$ cat src/rtl/tohost_monitor.sv
// Watches the core's tohost word, declares PASS/FAIL once a nonzero value holds steady,
// and drives a registered display word plus status LEDs. Optional macro: TOHOST_MONITOR_TIMEOUT_EN.
module tohost_monitor #(
  parameter int unsigned STABLE_CYCLES  = 2,
  parameter int unsigned HB_SHIFT       = 24,
  parameter logic [31:0] TIMEOUT_CYCLES = 32'd100_000_000
) (
  input  logic        CLK,
  input  logic        RST,
  input  logic [31:0] tohost,
  input  logic        sel,
  output logic [31:0] disp,
  output logic        done,
  output logic        pass,
  output logic        fail,
  output logic        timeout,
  output logic        heartbeat
);

  localparam logic [1:0] S_IDLE = 2'd0;
  localparam logic [1:0] S_RUN  = 2'd1;
  localparam logic [1:0] S_PASS = 2'd2;
  localparam logic [1:0] S_FAIL = 2'd3;

  localparam logic [31:0] STAB_LAST = 32'(STABLE_CYCLES - 1);
  localparam logic [HB_SHIFT:0] HB_ONE = {{HB_SHIFT{1'b0}}, 1'b1};

  logic [1:0]        state_q, state_d;
  logic [31:0]       cyc_cnt_q, cyc_cnt_d;
  logic [31:0]       stab_cnt_q, stab_cnt_d;
  logic [31:0]       res_q, res_d;
  logic [31:0]       prev_q, prev_d;
  logic [31:0]       disp_q, disp_d;
  logic [HB_SHIFT:0] hb_cnt_q, hb_cnt_d;
  logic [31:0]       stab_next;
  logic              stable_hit;
  logic              terminal;
`ifdef TOHOST_MONITOR_TIMEOUT_EN
  logic              timeout_q, timeout_d;
`endif

  assign terminal = (state_q == S_PASS) || (state_q == S_FAIL);

  // A first nonzero cycle (no match with prev) yields run length 0, so STABLE_CYCLES=1 ends at once.
  always_comb begin
    stab_next  = ((tohost != 32'd0) && (tohost == prev_q)) ? stab_cnt_q + 32'd1 : 32'd0;
    stable_hit = (tohost != 32'd0) && (stab_next == STAB_LAST);
  end

  always_comb begin
    state_d    = state_q;
    cyc_cnt_d  = cyc_cnt_q;
    stab_cnt_d = stab_cnt_q;
    res_d      = res_q;
    prev_d     = 32'd0;
    hb_cnt_d   = hb_cnt_q + HB_ONE;
`ifdef TOHOST_MONITOR_TIMEOUT_EN
    timeout_d  = timeout_q;
`endif
    case (state_q)
      S_IDLE: state_d = S_RUN;
      S_RUN: begin
        prev_d     = tohost;
        stab_cnt_d = stab_next;
        if (cyc_cnt_q != 32'hFFFF_FFFF) cyc_cnt_d = cyc_cnt_q + 32'd1;
        if (stable_hit) begin
          res_d   = tohost;
          state_d = (tohost == 32'h1) ? S_PASS : S_FAIL;
        end
`ifdef TOHOST_MONITOR_TIMEOUT_EN
        else if (cyc_cnt_q == TIMEOUT_CYCLES - 32'd1) begin
          res_d     = 32'hDEAD_0000;
          timeout_d = 1'b1;
          state_d   = S_FAIL;
        end
`endif
      end
      default: ;
    endcase
  end

  always_comb begin
    if (sel)           disp_d = cyc_cnt_q;
    else if (terminal) disp_d = res_q;
    else               disp_d = tohost;
  end

  always_ff @(posedge CLK or negedge RST) begin
    if (!RST) begin
      state_q    <= S_IDLE;
      cyc_cnt_q  <= 32'd0;
      stab_cnt_q <= 32'd0;
      res_q      <= 32'd0;
      prev_q     <= 32'd0;
      disp_q     <= 32'd0;
      hb_cnt_q   <= '0;
`ifdef TOHOST_MONITOR_TIMEOUT_EN
      timeout_q  <= 1'b0;
`endif
    end else begin
      state_q    <= state_d;
      cyc_cnt_q  <= cyc_cnt_d;
      stab_cnt_q <= stab_cnt_d;
      res_q      <= res_d;
      prev_q     <= prev_d;
      disp_q     <= disp_d;
      hb_cnt_q   <= hb_cnt_d;
`ifdef TOHOST_MONITOR_TIMEOUT_EN
      timeout_q  <= timeout_d;
`endif
    end
  end

  assign disp = disp_q;
  assign done = terminal;
  assign pass = (state_q == S_PASS);
  assign fail = (state_q == S_FAIL);
`ifdef TOHOST_MONITOR_TIMEOUT_EN
  assign timeout = timeout_q;
`else
  assign timeout = 1'b0;
`endif

  always_comb begin
    case (state_q)
      S_RUN:   heartbeat = hb_cnt_q[HB_SHIFT];
      S_PASS:  heartbeat = 1'b1;
      default: heartbeat = 1'b0;
    endcase
  end

endmodule
$ cat config.mk
export PLATFORM = sky130hd
export DESIGN_NAME = tohost_monitor
export DESIGN_NICKNAME = d
export VERILOG_FILES = /design/src/rtl/tohost_monitor.sv
export SDC_FILE = /design/constraint.sdc
export NUM_CORES = 1
export LEC_CHECK = 0
export ABC_AREA = 1
export CAP_MARGIN = 20
export CELL_PAD_IN_SITES_DETAIL_PLACEMENT = 2
export CELL_PAD_IN_SITES_GLOBAL_PLACEMENT = 2
export CORE_MARGIN = 3
export CORE_UTILIZATION = 32
export DETAILED_ROUTE_END_ITERATION = 10
export HOLD_SLACK_MARGIN = 0.05
export MAX_ROUTING_LAYER = met4
export PLACE_DENSITY_LB_ADDON = 0.1
export REMOVE_ABC_BUFFERS = 1
export SETUP_SLACK_MARGIN = 0.3
export SLEW_MARGIN = 10
export SYNTH_ARGS = -nofsm -noshare
export SYNTH_HDL_FRONTEND = slang
export SYNTH_SLANG_ARGS = --single-unit
export TNS_END_PERCENT = 5
$ cat constraint.sdc
create_clock -name CLK -period 2.4 [get_ports CLK]
set_clock_uncertainty 0.05 [all_clocks]
set_input_delay 0.48 -clock CLK [delete_from_list [all_inputs] [get_ports CLK]]
set_output_delay 0.48 -clock CLK [all_outputs]
set_load 0.01 [all_outputs]
==> out/qor.tcl <==
set qor(worstSetupPathType) {reg2reg}
set qor(finish.cell_count_without_fillers) 1915
set qor(syn_to_final_growth_pct) 48.1
set qor(unrepaired_setup_endpoints_after_global_routing) {true}
set qor(setup-violations-final) 35
set qor(min-delay-start) {tohost[21]}
set qor(detail_route.iter0.violations) 478
set qor(endpoint_kind) {register}
set qor(ys_warn_count) 0
set qor(cts-buffers-inserted) 17
set qor(leakagePower_nw) 7.11
set qor(ir_worst_vdd_mv) 0.490
set qor(synth.distinct_cells) 40
set qor(dr.pass1.iters) 5
set qor(relSlewSlack_pct) 62.8
set qor(syn-instance-count) 1238
set qor(final_core_util_pct) 48.3
set qor(core_area_um2) 29700
set qor(number_of_vias_after_detailed_routing) 9568
set qor(die_x_um) 180
set qor(tritoncts_num_sinks) 187
set qor(ys.flop_type) {dfrtp_1}
set qor(finalMaxSlewViolations) 0
set qor(clk_root_buffer_cell) {clkbuf_16}
set qor(netlist.top_cell.by_area) {dfrtp_1}
set qor(grt.overflow.total) 0
set qor(r2r_end) {res_q[14]}
set qor(worst_r2r_path_depth) 16
set qor(postPlaceCellArea_um2) 12200
set qor(crit_required_ps) 2690
set qor(placedCellCount) 1844
set qor(layout.filler_cells) 3217
set qor(clk_transition_reported_paths_ps) 80
set qor(max_freq_mhz) 349
set qor(antenna_left) 0
set qor(fraction_of_final_layout_cells_sized_beyond_drive_strength_1_pct) 31.6
set qor(floorplan.die.height_um) 180
set qor(clk-insertion-delay-late_ps) 460
set qor(largest_net_degree_at_the_start_of_global_routing) 55
set qor(viasPerCell) 5.00
set qor(power.density_nw_per_um2) 456
set qor(layout.nets) 1555
set qor(cap_violations) 0
set qor(grt_first_pass_wirelength_mm) 58.7
set qor(violations) {setup timing}
set qor(finalWeightedCongestion) 0.801
set qor(drt-wirelength-per-cell_um) 21.4
set qor(start_util_pct) 32.6
set qor(finalHoldViolCount) 0
set qor(syn-mean-instance-area_um2) 7.83
set qor(status) {complete, but fails checks}
set qor(hold_end) {prev_q[21]}
set qor(hold_path_class) {in2reg}
set qor(tritoncts) {done}
set qor(asyncSetResetFlopFracSynth_pct) 100
set qor(worstReg2RegStart) {stab_cnt_q[17]}
set qor(seq_area_frac_synth_pct) 48.3
set qor(synth_top_area_share_pct) 48.3
set qor(finalWorstSetupSlack_ps) -464
set qor(worstPathArrival_ps) 3150
set qor(min_delay_path_depth) 3
set qor(final.period_utilization_pct) 119
set qor(buffers_from_clock_root_to_sink_at_most) 2
set qor(post_synth_main_area_contributors) {dfrtp_1 48%, nand2_1 10%, nor2_1 6.9%}
set qor(h-tree-depth) 4
set qor(synth.ff_latch_count) 187
set qor(wirelength_mm) 41.0
set qor(first_global_vias) 10643
set qor(grtUsageTotal_pct) 23.3
set qor(post_synth_instance_area_um2) 9690
set qor(die_area_um2) 32400
set qor(num_rows) 63
set qor(stdcell_area_um2) 14300
set qor(placement.io_buffers) 70
set qor(num_antenna_cells) 0
set qor(hpwl_mm) 24.7
set qor(reg2reg_setup_slack_ps) -460
set qor(min_period_ps) 2860
set qor(drc) 0
set qor(setup.worst_path.start_class) {register}
set qor(synth-edff-count) 0
set qor(worst-slew-pin-transition_ps) 559
set qor(pin_count) 72
set qor(timing.critical_path.fanout_max) 8
set qor(grt_antenna_before_repair) 0
==> synthesized netlist by cell type, types with 4 or more instances <==
library cell	number
buf_6	4
dfrtp_1	187
inv_2	4
nor2_4	4
buf_4	8
clkbuf_1	24
xnor2_1	24
nand4_1	18
nand3_1	56
nand2_2	4
o21ai_0	44
nor2_1	177
a21oi_1	113
ha_1	7
nor3_1	25
xor2_1	58
o21ai_1	5
nor2_2	17
inv_1	169
nand2_1	263
==> worst max path at each step <==
stage                     slack (ps)            from       endpoint
after floorplan                -1270      state_q[1]  cyc_cnt_q[29]
after global placement          -970      tohost[23]      res_q[17]
after detailed placement       -1080      tohost[30]      res_q[14]
after CTS                       -340   stab_cnt_q[1]      res_q[21]
after global routing            -580  stab_cnt_q[20]      res_q[16]
final                           -460  stab_cnt_q[17]      res_q[14]
==> cell usage in the layout (no fill, tap or decap), types with 7 or more instances in the layout <==
cell type	instances
nand4_1	18
dfrtp_1	177
dlygate4sd2_1	31
nor3_1	14
clkbuf_16	19
nor2_2	41
buf_16	7
nor2_1	115
nand2_1	231
buf_6	21
nand2_2	30
nand3_1	39
buf_4	179
o21ai_2	7
o21ai_1	7
inv_2	7
inv_1	166
xor2_1	55
nor2_4	42
buf_12	15
clkdlybuf4s50_1	34
a21oi_1	86
xnor2_1	20
dfrtp_2	10
o21ai_0	33
nand3_2	13
a21oi_2	26
==> metal layers <==
layer,track usage [%],vias to the layer above,wire (um)
li1,-,4393,-
met3,2.91,48,1150
met1,29.5,4952,17600
met5,-,-,0
met2,39.9,175,21400
met4,5.83,0,866
==> sequential cells by signal, indices dropped and copies added, names as in the netlist <==
register / count
hb_cnt_q: 25
res_q: 32
prev_q: 32
state_q: 2
cyc_cnt_q: 32
stab_cnt_q: 32
disp: 32
==> metrics by stage <==
step                hold slack [ps]  setup WS [ps]  TNS, ps  total power [W]
global placement                388           -969   -40290          0.00371
CTS                             396           -337   -10620          0.00656
finish                          270           -464   -13440          0.00654
detailed placement              385          -1080   -45220          0.00372
floorplan                       134          -1270   -84150          0.00336
global route                    289           -581   -18170          0.00677
==> cells by family (layout without fill, tap and decap cells) <==
| family | after synthesis | count (layout) | share of synthesized area (%) |
|---|---|---|---|
| AO/OA/AOI/OAI | 168 | 168 | 8.82 |
| XOR/XNOR | 82 | 82 | 7.41 |
| adder cells (fa/ha/maj) | 7 | 7 | 0.904 |
| buffers and inverters | 215 | 502 | 9.00 |
| flip-flops | 187 | 187 | 48.3 |
| multiplexers | 1 | 1 | 0.116 |
| other | 1 | 1 | 0.0387 |
| AND/OR/NAND/NOR | 577 | 577 | 25.4 |
==> where the power goes <==
part           switching [W]  internal [W]  total (W)
logic               0.000284      0.000205   0.000489
clock network        0.00138       0.00149    0.00286
registers         0.00000938       0.00318    0.00319
==> worst max-delay path, stage by stage, from the launching register on <==
cell and delay (ps):
dfrtp_1 460, nand2_1 150, nor2_1 310, nand2_1 170, nor2_2 150, nand2_1 80, nand2_1 70, inv_1 80
o21ai_2 180, nand2_2 70, nor2_2 120, nand2_2 90, nor2_4 220, nand2_8 160, buf_12 190, nor2_4 110
nor2_1 80
==> area by class of cell <==
class	count	area, um2	area share [%]
multi-input combinational	836	5130	35.8
sequential	187	4690	32.7
timing repair buffer	297	2830	19.7
inverter	174	654	4.56
tap	390	488	3.40
clock buffer	22	464	3.24
clock inverter	9	90.1	0.628
==> what timing repair did <==
item | in CTS | in global routing
gates cloned | 7 | 2
hold buffers | 1 | 0
resized for setup | 182 | 169
pin swaps | 53 | 61
setup buffers | 19 | 11
endpoints found under the hold margin | 36 | 0
setup endpoints to repair | 122 | 112
(Power assumes the default switching activity.)
